==> config.mk <==
export PLATFORM = sky130hd
export DESIGN_NAME = seq_frame_tx_flat
export DESIGN_NICKNAME = d
export VERILOG_FILES = /design/src/rtl/seq_link_pkg.sv /design/src/rtl/seq_frame_tx_if.sv /design/src/rtl/seq_frame_tx.sv /design/src/flat_wrapper.sv
export SDC_FILE = /design/constraint.sdc
export NUM_CORES = 1
export LEC_CHECK = 0
export CORE_UTILIZATION = 60
export DETAILED_ROUTE_END_ITERATION = 12
export DONT_BUFFER_PORTS = 1
export HOLD_SLACK_MARGIN = 0.03
export PLACE_DENSITY = 0.75
export SLEW_MARGIN = 20
export SYNTH_ARGS = -nofsm -noshare
export SYNTH_HDL_FRONTEND = slang
export SYNTH_SLANG_ARGS = --single-unit
==> constraint.sdc <==
create_clock -name clk -period 4.8 [get_ports clk]
set_clock_uncertainty 0.2 [all_clocks]
set_input_delay 0.72 -clock clk [delete_from_list [all_inputs] [get_ports clk]]
set_output_delay 0.72 -clock clk [all_outputs]
set_load 0.01 [all_outputs]
==> src/rtl/seq_link_pkg.sv <==
// Shared types and constants for the serial "1010" sync-word link.
// Used by both the transmitter and the detector side of the link.
package seq_link_pkg;

    // Transmitter phases: idle/accept, sync word, payload, forced idle gap.
    typedef enum logic [1:0] {
        IDLE = 2'd0,
        SYNC = 2'd1,
        DATA = 2'd2,
        GAP  = 2'd3
    } tx_state_e;

    // Default sync pattern of the link, sent MSB-first.
    localparam logic [3:0] SYNC_1010 = 4'b1010;

    // Largest of three lengths; sizes the shared phase counter.
    function automatic int max3(input int a, input int b, input int c);
        int m;
        m = (a > b) ? a : b;
        m = (m > c) ? m : c;
        return m;
    endfunction

endpackage

==> src/rtl/seq_frame_tx_if.sv <==
// Valid/ready payload handshake into the serial frame transmitter.
interface seq_frame_tx_if #(
    parameter int DATA_W = 8
);
    logic              in_valid;
    logic              in_ready;
    logic [DATA_W-1:0] in_data;

    // Payload source side.
    modport master (
        output in_valid,
        output in_data,
        input  in_ready
    );

    // Transmitter side.
    modport slave (
        input  in_valid,
        input  in_data,
        output in_ready
    );
endinterface

==> src/rtl/seq_frame_tx.sv <==
// Serial frame transmitter: on handshake, sends SYNC_WORD then the payload
// (both MSB-first) on tx_bit, followed by GAP_CYCLES idle cycles.
// tx_bit/tx_active/frame_done are registered from the next state, so the
// first sync bit appears in the cycle right after the accepting edge.
module seq_frame_tx
    import seq_link_pkg::*;
#(
    parameter int                SYNC_W     = 4,
    parameter logic [SYNC_W-1:0] SYNC_WORD  = SYNC_1010,
    parameter int                DATA_W     = 8,
    parameter int                GAP_CYCLES = 2,
    parameter logic              IDLE_LVL   = 1'b0
) (
    input  logic          clk,
    input  logic          rst_n,
    seq_frame_tx_if.slave bus,
    output logic          tx_bit,
    output logic          tx_active,
    output logic          frame_done
);

    // Degenerate frame shapes are rejected at elaboration.
    generate
        if (SYNC_W < 1) begin : g_bad_sync_w
            $fatal(1, "seq_frame_tx: SYNC_W must be >= 1");
        end
        if (DATA_W < 1) begin : g_bad_data_w
            $fatal(1, "seq_frame_tx: DATA_W must be >= 1");
        end
    endgenerate

    // One down-counter serves every phase; it holds (remaining bits - 1).
    localparam int CNT_W = $clog2(max3(SYNC_W, DATA_W, GAP_CYCLES) + 1);
    localparam logic [CNT_W-1:0] SYNC_LOAD = CNT_W'(SYNC_W - 1);
    localparam logic [CNT_W-1:0] DATA_LOAD = CNT_W'(DATA_W - 1);
    localparam logic [CNT_W-1:0] GAP_LOAD  =
        (GAP_CYCLES > 0) ? CNT_W'(GAP_CYCLES - 1) : '0;
    localparam logic [CNT_W-1:0] CNT_ONE   = CNT_W'(1);

    // Sync word padded to the full counter range so the counter indexes it
    // directly without a width mismatch.
    localparam int               EXT_W    = 1 << CNT_W;
    localparam logic [EXT_W-1:0] SYNC_EXT = EXT_W'(SYNC_WORD);

    tx_state_e         state_reg, state_next;
    logic [CNT_W-1:0]  cnt_reg, cnt_next;
    logic [DATA_W-1:0] shift_reg, shift_next;
    logic              tx_bit_reg, tx_bit_next;
    logic              tx_active_reg, tx_active_next;
    logic              frame_done_reg, frame_done_next;

    // Ready only in IDLE, and forced low while reset is held.
    assign bus.in_ready = rst_n && (state_reg == IDLE);

    assign tx_bit     = tx_bit_reg;
    assign tx_active  = tx_active_reg;
    assign frame_done = frame_done_reg;

    // State, phase counter and payload shift register.
    always_ff @(posedge clk or negedge rst_n) begin
        if (!rst_n) begin
            state_reg <= IDLE;
            cnt_reg   <= '0;
            shift_reg <= '0;
        end else begin
            state_reg <= state_next;
            cnt_reg   <= cnt_next;
            shift_reg <= shift_next;
        end
    end

    // Next phase: count each phase down to zero, then move on.
    always_comb begin
        state_next = state_reg;
        cnt_next   = cnt_reg;
        shift_next = shift_reg;
        case (state_reg)
            IDLE: begin
                if (bus.in_valid) begin
                    state_next = SYNC;
                    cnt_next   = SYNC_LOAD;
                    shift_next = bus.in_data;
                end
            end
            SYNC: begin
                if (cnt_reg == '0) begin
                    state_next = DATA;
                    cnt_next   = DATA_LOAD;
                end else begin
                    cnt_next = cnt_reg - CNT_ONE;
                end
            end
            DATA: begin
                if (cnt_reg == '0) begin
                    if (GAP_CYCLES > 0) begin
                        state_next = GAP;
                        cnt_next   = GAP_LOAD;
                    end else begin
                        state_next = IDLE;
                        cnt_next   = '0;
                    end
                end else begin
                    // Payload MSB is always the bit on the line in DATA.
                    cnt_next   = cnt_reg - CNT_ONE;
                    shift_next = shift_reg << 1;
                end
            end
            GAP: begin
                if (cnt_reg == '0) begin
                    state_next = IDLE;
                    cnt_next   = '0;
                end else begin
                    cnt_next = cnt_reg - CNT_ONE;
                end
            end
            default: begin
                state_next = IDLE;
                cnt_next   = '0;
                shift_next = '0;
            end
        endcase
    end

    // Line values for the phase being entered; registered below.
    always_comb begin
        tx_bit_next     = IDLE_LVL;
        tx_active_next  = 1'b0;
        frame_done_next = 1'b0;
        case (state_next)
            SYNC: begin
                tx_bit_next    = SYNC_EXT[cnt_next];
                tx_active_next = 1'b1;
            end
            DATA: begin
                tx_bit_next     = shift_next[DATA_W-1];
                tx_active_next  = 1'b1;
                frame_done_next = (cnt_next == '0);
            end
            default: begin
                tx_bit_next     = IDLE_LVL;
                tx_active_next  = 1'b0;
                frame_done_next = 1'b0;
            end
        endcase
    end

    // Registered serial outputs; reset drops any frame in flight at once.
    always_ff @(posedge clk or negedge rst_n) begin
        if (!rst_n) begin
            tx_bit_reg     <= IDLE_LVL;
            tx_active_reg  <= 1'b0;
            frame_done_reg <= 1'b0;
        end else begin
            tx_bit_reg     <= tx_bit_next;
            tx_active_reg  <= tx_active_next;
            frame_done_reg <= frame_done_next;
        end
    end

endmodule

==> src/flat_wrapper.sv <==
// flat-port wrapper written by rule: the top's interface ports become plain ports
module seq_frame_tx_flat import seq_link_pkg::*;
#(
    parameter int                SYNC_W     = 4,
    parameter logic [SYNC_W-1:0] SYNC_WORD  = SYNC_1010,
    parameter int                DATA_W     = 8,
    parameter int                GAP_CYCLES = 2,
    parameter logic              IDLE_LVL   = 1'b0
)
  (clk, rst_n, tx_bit, tx_active, frame_done, bus_in_valid, bus_in_data, bus_in_ready);
  seq_frame_tx_if #(.DATA_W(DATA_W)) bus_i ();
  input  logic clk;
  input  logic rst_n;
  output logic tx_bit;
  output logic tx_active;
  output logic frame_done;
  input wire logic [$bits(bus_i.in_valid)-1:0] bus_in_valid;
  input wire logic [$bits(bus_i.in_data)-1:0] bus_in_data;
  output wire logic [$bits(bus_i.in_ready)-1:0] bus_in_ready;
  assign bus_i.in_valid = bus_in_valid;
  assign bus_i.in_data = bus_in_data;
  assign bus_in_ready = bus_i.in_ready;
  seq_frame_tx #(.SYNC_W(SYNC_W), .SYNC_WORD(SYNC_WORD), .DATA_W(DATA_W), .GAP_CYCLES(GAP_CYCLES), .IDLE_LVL(IDLE_LVL)) u_core (.clk(clk), .rst_n(rst_n), .bus(bus_i), .tx_bit(tx_bit), .tx_active(tx_active), .frame_done(frame_done));
endmodule
# ---- Word-level counts from Yosys, hierarchy flattened
# Memories as Yosys holds them, arrays and structs flattened.
# Index checks and enable logic that the tools add are counted.
# Widths: inputs -> output; s select.
dict set report op_classes {
  addsub 1
  magnitude_cmp 1
  eq_ne 7
  n_mux 17
  reduce_logical 7
}
# cell count
set op_table {}
lappend op_table {{$mux 4} 4}
lappend op_table {{$mux 8} 2}
lappend op_table {{$pmux 4 s4} 1}
lappend op_table {{$pmux 8 s2} 1}
lappend op_table {{$logic_not 4->1} 2}
lappend op_table {{$mux 2} 4}
lappend op_table {{$pmux 2 s4} 1}
lappend op_table {{$eq 2x2->1 const B} 3}
lappend op_table {{$lt 4x5->1 const B} 1}
lappend op_table {{$eq 2x1->1 const B} 2}
lappend op_table {{$ne 2x2->1 const B} 2}
lappend op_table {{$sub 4x1->4 const B} 1}
lappend op_table {{$mux 1} 3}
lappend op_table {{$reduce_and 3->1} 1}
lappend op_table {{$logic_not 2->1} 1}
lappend op_table {{$pmux 1 s2} 1}
lappend op_table {{$reduce_bool 2->1} 1}
lappend op_table {{$reduce_or 2->1} 1}
lappend op_table {{$logic_and 1x1->1} 1}
dict set report totals {
  ff_bits 17
  romBits 16
  out_inout_bits 4
  n_memories 1
}
# memory depth width read_ports rd_ports_with_merged_regs wr line_no
set memory_table {}
lappend memory_table {{(no name shown)} 16 1 1 0 0 seq_frame_tx.sv:131} ;# tx_bit_next = SYNC_EXT[cnt_next];

# ---- Longest topological paths before layout
# Gate-level depths: netlist (run 1).
dict set report depth {
  word_depth 6
  ltp_mapped 7
  ltp_nobuf 7
}

# ---- Worst setup path after synthesis (run 1)
# OpenSTA, ideal clock, no wires.
dict set report synth_path {
  path_type {input to register}
  start {in bus_in_valid}
  end {reg u_core.tx_bit_reg, in the netlist u_core.tx_bit}
  arrival_time_ns 1.732
  path_slack_ns 2.744
  stages 4
  cell_sequence {nor3b_2 a31oi_1 a221o_1 o2bb2ai_1}
}
dict set report synth_via {
  elab_cells_between_ends 11
  classes_between {eq/ne: 2; mux: 8; memory: 1}
}
# item line_no
set synth_lines {}
lappend synth_lines {{start: declaration} flat_wrapper.sv:17} ;# input wire logic [$bits(bus_i.in_valid)-1:0] bus_in_valid;
lappend synth_lines {{$mux 8} seq_frame_tx.sv:79} ;# if (bus.in_valid) begin
lappend synth_lines {{$pmux 8 s2} seq_frame_tx.sv:77} ;# case (state_reg)
lappend synth_lines {{named net u_core.shift_next[7]} seq_frame_tx.sv:47} ;# logic [DATA_W-1:0] shift_reg, shift_next;
lappend synth_lines {{$pmux 1 s2} seq_frame_tx.sv:129} ;# case (state_next)
lappend synth_lines {{named net u_core.tx_bit_next} seq_frame_tx.sv:48} ;# logic tx_bit_reg, tx_bit_next;
lappend synth_lines {{end signal: assignment} seq_frame_tx.sv:154} ;# tx_bit_reg <= tx_bit_next;
lappend synth_lines {{end: declaration} seq_frame_tx.sv:48}
# The timed path passes the listed nets, and every way through them passes these cells. The select of a mux whose other input is x is not followed.
# A chain may end at the register's enable or synchronous reset.

# ---- Final worst setup path (run 1)
dict set report layout_path {
  start {reg u_core.state_reg[1]}
  end {out bus_in_ready}
}
dict set report layout_via {
  elab_chain_cells 2
}
# item line_no
set layout_rtl {}
lappend layout_rtl {{start: declaration} seq_frame_tx.sv:45} ;# tx_state_e state_reg, state_next;
lappend layout_rtl {{start signal: assignment} seq_frame_tx.sv:66} ;# state_reg <= state_next;
lappend layout_rtl {{$logic_not 2->1} seq_frame_tx.sv:53} ;# assign bus.in_ready = rst_n && (state_reg == IDLE);
lappend layout_rtl {{$logic_and 1x1->1} seq_frame_tx.sv:53}
lappend layout_rtl {{end: declaration} flat_wrapper.sv:19} ;# output wire logic [$bits(bus_i.in_ready)-1:0] bus_in_ready;
# Every way passes these cells.

==> results of run 1 <==
## where the power goes
group / leakage (uW) / switching (uW) / internal [uW] / total (uW)
clock network: 0.0000177 / 47.0 / 31.0 / 77.9
registers: 0.000213 / 71.9 / 205 / 277
logic: 0.000175 / 136 / 107 / 243
total: 0.000405 / 255 / 342 / 597
## synthesized netlist by cell type (2+ instances only)
cell / n
o31ai_1: 2
nand2_1: 16
nor4_1: 3
xnor2_1: 2
ha_1: 2
nor2_1: 3
inv_1: 7
a22oi_1: 6
a21oi_1: 2
o2bb2ai_1: 2
o211ai_1: 2
dfrtp_1: 17
and2_1: 3
## final timing paths
| check | startpoint | end | slack [ns] | depth (start not counted) |
|---|---|---|---|---|
| setup / recovery | u_core.state_reg[1] | bus_in_ready | 2.48 | 2 |
| hold / removal | u_core.shift_reg[6] | u_core.shift_reg[6] | 0.30 | 2 |
| setup reg to reg | u_core.state_reg[1] | u_core.tx_bit | 2.60 | 4 |
| hold reg to reg | u_core.shift_reg[6] | u_core.shift_reg[6] | 0.30 | 2 |
| max in group asynchronous | rst_n | u_core.shift_reg[0] | 3.21 | 1 |
| min in group asynchronous | rst_n | u_core.shift_reg[4] | 0.73 | 1 |
## through the flow
| stage | cell area, um^2 | worst slack [ns] |
|---|---|---|
| final | 886 | 2.48 |
| after global routing | 886 | 2.40 |
| after CTS | 886 | 2.51 |
| after detailed placement | 848 | 2.49 |
| after global placement | 848 | 2.53 |
| after floorplan | 848 | 2.74 |
## placed cells by master (no fill, tap or decap), types with 2 or more instances in the layout
master / Yosys / final
o31ai_1: 2 / 2
and2_1: 3 / 3
o2bb2ai_1: 2 / 2
o211ai_1: 2 / 2
nor4_1: 3 / 3
nand2_1: 16 / 16
nor2_1: 3 / 3
a21oi_1: 2 / 2
xnor2_1: 2 / 2
dfrtp_1: 17 / 17
clkbuf_4: 0 / 3
a22oi_1: 6 / 6
inv_1: 7 / 7
ha_1: 2 / 2
## cells by family after synthesis
| kind of cell | share of synthesized area (%) |
|---|---|
| buffers and inverters | 5.31 |
| flip-flops | 50.1 |
| AND/OR/NAND/NOR | 21.7 |
| adder cells (fa/ha/maj) | 2.95 |
| AO/OA/AOI/OAI | 16.7 |
| multiplexers | 1.18 |
| XOR/XNOR | 2.07 |
## per-layer routing
layer / up-vias / routed length, um / GRT usage, % / part of all wire, %
li1: 305 / - / - / -
met1: 295 / 726 / 29.5 / 48
met2: 17 / 683 / 33.2 / 45
met3: 5 / 77 / 7.95 / 5.1
met4: 0 / 25 / 10.3 / 1.7
met5: - / 0 / 0 / 0
## critical path: stages (launching register included)
cell,delay [ns]
dfrtp_1,0.54
nor2_1,0.33
and2_1,0.23
## cell type report
| type | count | area, um^2 |
|---|---|---|
| flip-flops and latches | 17 | 425 |
| fillers | 104 | 415 |
| multi-input cells | 58 | 378 |
| inverters | 7 | 26.3 |
| clock buffers | 3 | 22.5 |
| well taps | 15 | 18.8 |
| repair buffers | 1 | 10.0 |
| clock inverters | 1 | 5.00 |
## what timing repair did
action / CTS / global route
hold buffers: 1 / 0
endpoints found under the hold margin: 17 / 0
resized for setup: 0 / 0
==> run_results.csv, run 1 <==
group,metric,value,unit
clocking,clk_slew_on_worst_s_h_paths,0.11,ns
floorplan,die_width,39.6,um
yosys,synth_top_cells_by_area,"dfrtp_1, nand2_1, a22oi_1",
detailed_routing,first_pass_iters,4,
clocking,clock_tree.buffer_depth,2,
placed_design,place_hpwl,1070,um
yosys,synth_largest_area_cell,"dfrtp_1",
timing,final.period_utilization,48.3,%
timing,worst_slack_on_hold_paths,0.302,ns
pwr,ir_drop,0.000420,V
clocking,cts.sinks,17,
yosys,post_synthesis_cell_type_count,31,
clocking,postCtsSetupBuffers,0,
floorplan,floorplan.io_pins,15,
yosys,synth_cells,85,
critical_path,setup.worst_path.end_class,"output port",
detailed_routing,drt_wl_total,1510,um
cells_and_area,final_cell_utilization_of_the_core,68.1,%
detailed_routing,vias,622,
timing,timing.max_slew.rel_slack,50.1,%
hold_path,min-delay-path-class,"flip-flop to flip-flop",
yosys,synth-main-ff-cell,"dfrtp_1",
clocking,cts_tree,"yes",
cells_and_area,drive_gt1_share,10.3,%
detailed_routing,routedWlPerCell,14.8,um
timing,setup-tns-final,0,ns
clocking,clk_latency,0.29,ns
floorplan,die_h,39.6,um
yosys,synth.top_cell.area_share,50.1,%
yosys,post_synth_instance_area,848,um^2
yosys,ys_async_sr_fraction,100,%
yosys,syn-num-nets,98,
clocking,cts.root.buffer_cell,"clkbuf_4",
timing,timing_worst_slew_pin_value,0.746,ns
detailed_routing,drt_drc_violations_left,0,
yosys,ys_seq_elements,17,
global_routing,grt_start_max_net_pins,18,
floorplan,floorplan.die_area,1570,um^2
yosys,ys.warnings.count,0,
detailed_routing,avgViaCountPerCell,6.10,
flow_run,drv_cap,0,
global_routing,antenna_found_initial,0,
floorplan,rows,13,
pwr,power.density_cell_area,674,nW/um^2
cells_and_area,final_net_count,101,
cells_and_area,post_layout_nonfiller_instances,102,
timing,period_minus_slack,2.32,ns
detailed_routing,remaining_number_of_nets_flagged_by_the_antenna_check_after_routing,0,
floorplan,initial_utilization,65.2,%
placed_design,globalplace.congestion,0.805,
critical_path,critPathLaunchType,"flip-flop",
cells_and_area,flow.area_growth_from_synthesis,4.42,%
global_routing,first_pass_grt_wire_length,2300,um
critical_path,crit_fanout,13,
floorplan,core_area,1300,um^2
global_routing,first_global_vias,519,
timing,setup_violations,0,
timing,rsz0062_at_grt,"no",
yosys,synth-seq-area-share,50.1,%
yosys,avgSynthCellArea,9.98,um^2
yosys,synth-edff-count,0,
cells_and_area,max_ffs_per_register,8,
global_routing,overflow,0,
clocking,cts_htree_levels,1,
timing,max_clk_rate,432,MHz
critical_path,arrival,1.40,ns
pwr,cellLeakagePower,0.000405,uW
detailed_routing,drt_first_iter_violations,14,
placed_design,dp.cells,97,
critical_path,cp.required,3.88,ns
status,status,"complete, no violations",
cells_and_area,number_of_antenna_repair_diodes,0,
global_routing,groute.usage.overall,22.7,%
timing,report.final.hold_viol_count,0,
clocking,cts-buffers-inserted,3,
placed_design,portBuffers,0,
critical_path,critical_path_class,"flip-flop to output port",
timing,final_max_tran_viols,0,
pwr,power.total,597,uW
Power figures use the tool's default switching activity.
==> inputs of run 2 (changes only) <==
Settings changed: ABC_AREA from default to 1, CORE_UTILIZATION 60 to 59, PLACE_DENSITY 0.75 to 0.74.
Clock period 4.8 ns to 2.25 ns, I/O delays scaled along.
==> run_results.csv, run 2 <==
group,metric,value,unit
clocking,cts_tree,"yes",
detailed_routing,remaining_number_of_nets_flagged_by_the_antenna_check_after_routing,0,
cells_and_area,final_net_count,129,
detailed_routing,routed-wl-met2,788,um
yosys,post_synthesis_cell_type_count,18,
critical_path,crit_fanout,6,
floorplan,rows,13,
yosys,ys_async_sr_fraction,100,%
yosys,avgSynthCellArea,8.79,um^2
yosys,synth-edff-count,0,
timing,report.final.hold_viol_count,0,
detailed_routing,wirelength_met1,757,um
pwr,cellLeakagePower,0.000530,uW
detailed_routing,drt_wl_total,1660,um
placed_design,globalplace.congestion,0.770,
clocking,post_cts_resized,0,
global_routing,first_global_vias,668,
clocking,cts_htree_levels,1,
placed_design,place_hpwl,1200,um
yosys,synth-seq-area-share,47.0,%
timing,period_minus_slack,1.87,ns
pwr,power_report.internal_total,775,uW
global_routing,groute.usage.overall,23.8,%
critical_path,cp.required,2.25,ns
pwr,share_clk_of_total_power,11.6,%
detailed_routing,highest_metal_used,"met4",
critical_path,crit_family,"simple AND/OR/NAND/NOR gates",
global_routing,first_pass_grt_wire_length,2560,um
critical_path,path_common_cell,"nor2_1",
floorplan,core_area,1370,um^2
timing,worst_slack_on_hold_paths,0.0452,ns
status,status,"complete, no violations",
pwr,switching_share,46.1,%
cells_and_area,number_of_antenna_repair_diodes,0,
timing,setup-tns-final,0,ns
yosys,dominant_cell_by_count_in_the_synthesized_netlist,"nand2_1",
yosys,synth-main-ff-cell,"dfrtp_1",
timing,timing.max_slew.rel_slack,51.1,%
cells_and_area,final_cell_utilization_of_the_core,75.7,%
clocking,clk_latency,0.29,ns
timing,setup_violations,0,
pwr,share_comb_of_total_power,49.9,%
critical_path,critical-path-slowest-cell,"dfrtp_1",
critical_path,critPathMaxStageDelay,0.45,ns
critical_path,critPathBufInv,2,
cells_and_area,layout_common_cells,"nand2_1, dfrtp_1, inv_1, nand3_1, dlygate4sd3_1",
detailed_routing,vias,694,
cells_and_area,drive_gt1_share,20.9,%
clocking,cts.sinks,17,
clocking,cts.root.buffer_cell,"clkbuf_4",
placed_design,portBuffers,0,
pwr,pwr-share-seq,38.5,%
yosys,ys.warnings.count,0,
timing,post-route-worst-setup-slack,0.376,ns
detailed_routing,met3_wirelength,79,um
floorplan,die_width,41.2,um
detailed_routing,first_pass_iters,4,
critical_path,critical_path_class,"flip-flop to flip-flop",
critical_path,arrival,1.87,ns
global_routing,grt_start_max_net_pins,18,
timing,final.period_utilization,83.3,%
cells_and_area,flow.area_growth_from_synthesis,14.2,%
clocking,hold_buffers,8,
yosys,syn-num-nets,116,
clocking,postCtsSetupBuffers,0,
placed_design,dp_slack,0.369,ns
floorplan,floorplan.die_area,1700,um^2
detailed_routing,avgViaCountPerCell,5.34,
critical_path,setup.worst_path.end_class,"flip-flop",
yosys,post_synth_instance_area,906,um^2
flow_run,drv_cap,0,
cells_and_area,fillCellCount,105,
pwr,ir_drop,0.000771,V
timing,timing_worst_slew_pin_value,0.732,ns
timing,rsz0062_at_grt,"no",
yosys,synth_largest_area_cell,"dfrtp_1",
global_routing,antenna_found_initial,0,
clocking,clock_tree.buffer_depth,2,
pwr,power.total,1440,uW
critical_path,critPathLaunchType,"flip-flop",
floorplan,floorplan.io_pins,15,
global_routing,overflow,0,
yosys,synth_cells,103,
yosys,synth.top_cell.area_share,47.0,%
detailed_routing,drt_drc_violations_left,0,
cells_and_area,max_ffs_per_register,8,
yosys,ys_seq_elements,17,
hold_path,min-delay-path-class,"input port to flip-flop",
cells_and_area,layout.cells.most_common,"nand2_1",
clocking,cts-buffers-inserted,3,
detailed_routing,routedWlPerCell,12.7,um
yosys,synth_top_cells_by_area,"dfrtp_1, nand2_1, inv_1",
detailed_routing,drt_first_iter_violations,16,
pwr,switching_power,662,uW
timing,final_max_tran_viols,0,
pwr,power.density_cell_area,1390,nW/um^2
floorplan,die_h,41.2,um
timing,max_clk_rate,534,MHz
yosys,synth.cells.most_frequent,"nand2_1, dfrtp_1, inv_1, nand3_1, nor2_1",
critical_path,timing.critical_path.cells,"nor2_4 -> nand2_4 -> inv_2 -> nand3_1 -> nand2_1 -> inv_1 -> ha_1 -> a21boi_2 -> nor2_1 -> nor2_1",
clocking,clk_slew_on_worst_s_h_paths,0.10,ns
floorplan,initial_utilization,66.3,%
==> run 2: final cells by class <==
class | instances | area [um^2] | area share (%)
inverter | 21 | 78.8 | 7.62
multi-input combinational | 65 | 402 | 38.8
sequential | 17 | 425 | 41.1
tap | 15 | 18.8 | 1.81
clock inverter | 1 | 7.51 | 0.726
clock buffer | 3 | 22.5 | 2.18
timing repair buffer | 8 | 80.1 | 7.74
==> run 2: per-layer routing <==
metal / vias to the layer above / GRT usage, %
li1: 358 / -
met1: 316 / 28.7
met4: 0 / 10.5
met3: 4 / 6.52
met5: - / 0
met2: 16 / 39.5
==> run 2: cells by family (layout without fill, tap and decap cells) <==
logic type	count (synthesis)	in the layout	synth area share, %
AND/OR/NAND/NOR	50	50	31.1
buffers and inverters	21	33	8.70
flip-flops	17	17	47.0
AO/OA/AOI/OAI	12	12	9.53
adder cells (fa/ha/maj)	2	2	2.76
XOR/XNOR	1	1	0.967
==> run 2: power by group through the flow <==
stage	logic, uW	clock network [uW]	registers [uW]
after global placement	692	0	554
final	717	166	554
after detailed placement	705	0	560
after global routing	823	188	571
after CTS	724	172	553
after floorplan	588	0	540
==> run 2: worst reg2reg max path, cell delays in order, from the launching register on <==
cell      delay (ns)
dfrtp_1         0.45
nor2_4          0.19
nand2_4         0.10
inv_2           0.07
nand3_1         0.10
nand2_1         0.12
inv_1           0.06
ha_1            0.19
a21boi_2        0.15
nor2_1          0.10
nor2_1          0.04
==> run 2: metrics by stage <==
stage	cells	cell area, um^2
2_1_floorplan	103	906
3_3_place_gp	118	925
3_5_place_dp	118	925
4_1_cts	130	1030
5_1_grt	130	1030
6_report	130	1030
==> run 2: path summary, 6_finish.rpt <==
check / start / to / slack (ns) / cells past startpoint
setup reg to reg: u_core.cnt_reg[0] / u_core.tx_bit / 0.38 / 10
max in group asynchronous: rst_n / u_core.state_reg[1] / 1.05 / 1
hold / removal: bus_in_valid / u_core.cnt_reg[1] / 0.05 / 2
setup / recovery: u_core.cnt_reg[0] / u_core.tx_bit / 0.38 / 10
min in group asynchronous: rst_n / u_core.shift_reg[6] / 0.34 / 1
hold reg to reg: u_core.shift_reg[7] / u_core.shift_reg[7] / 0.34 / 2
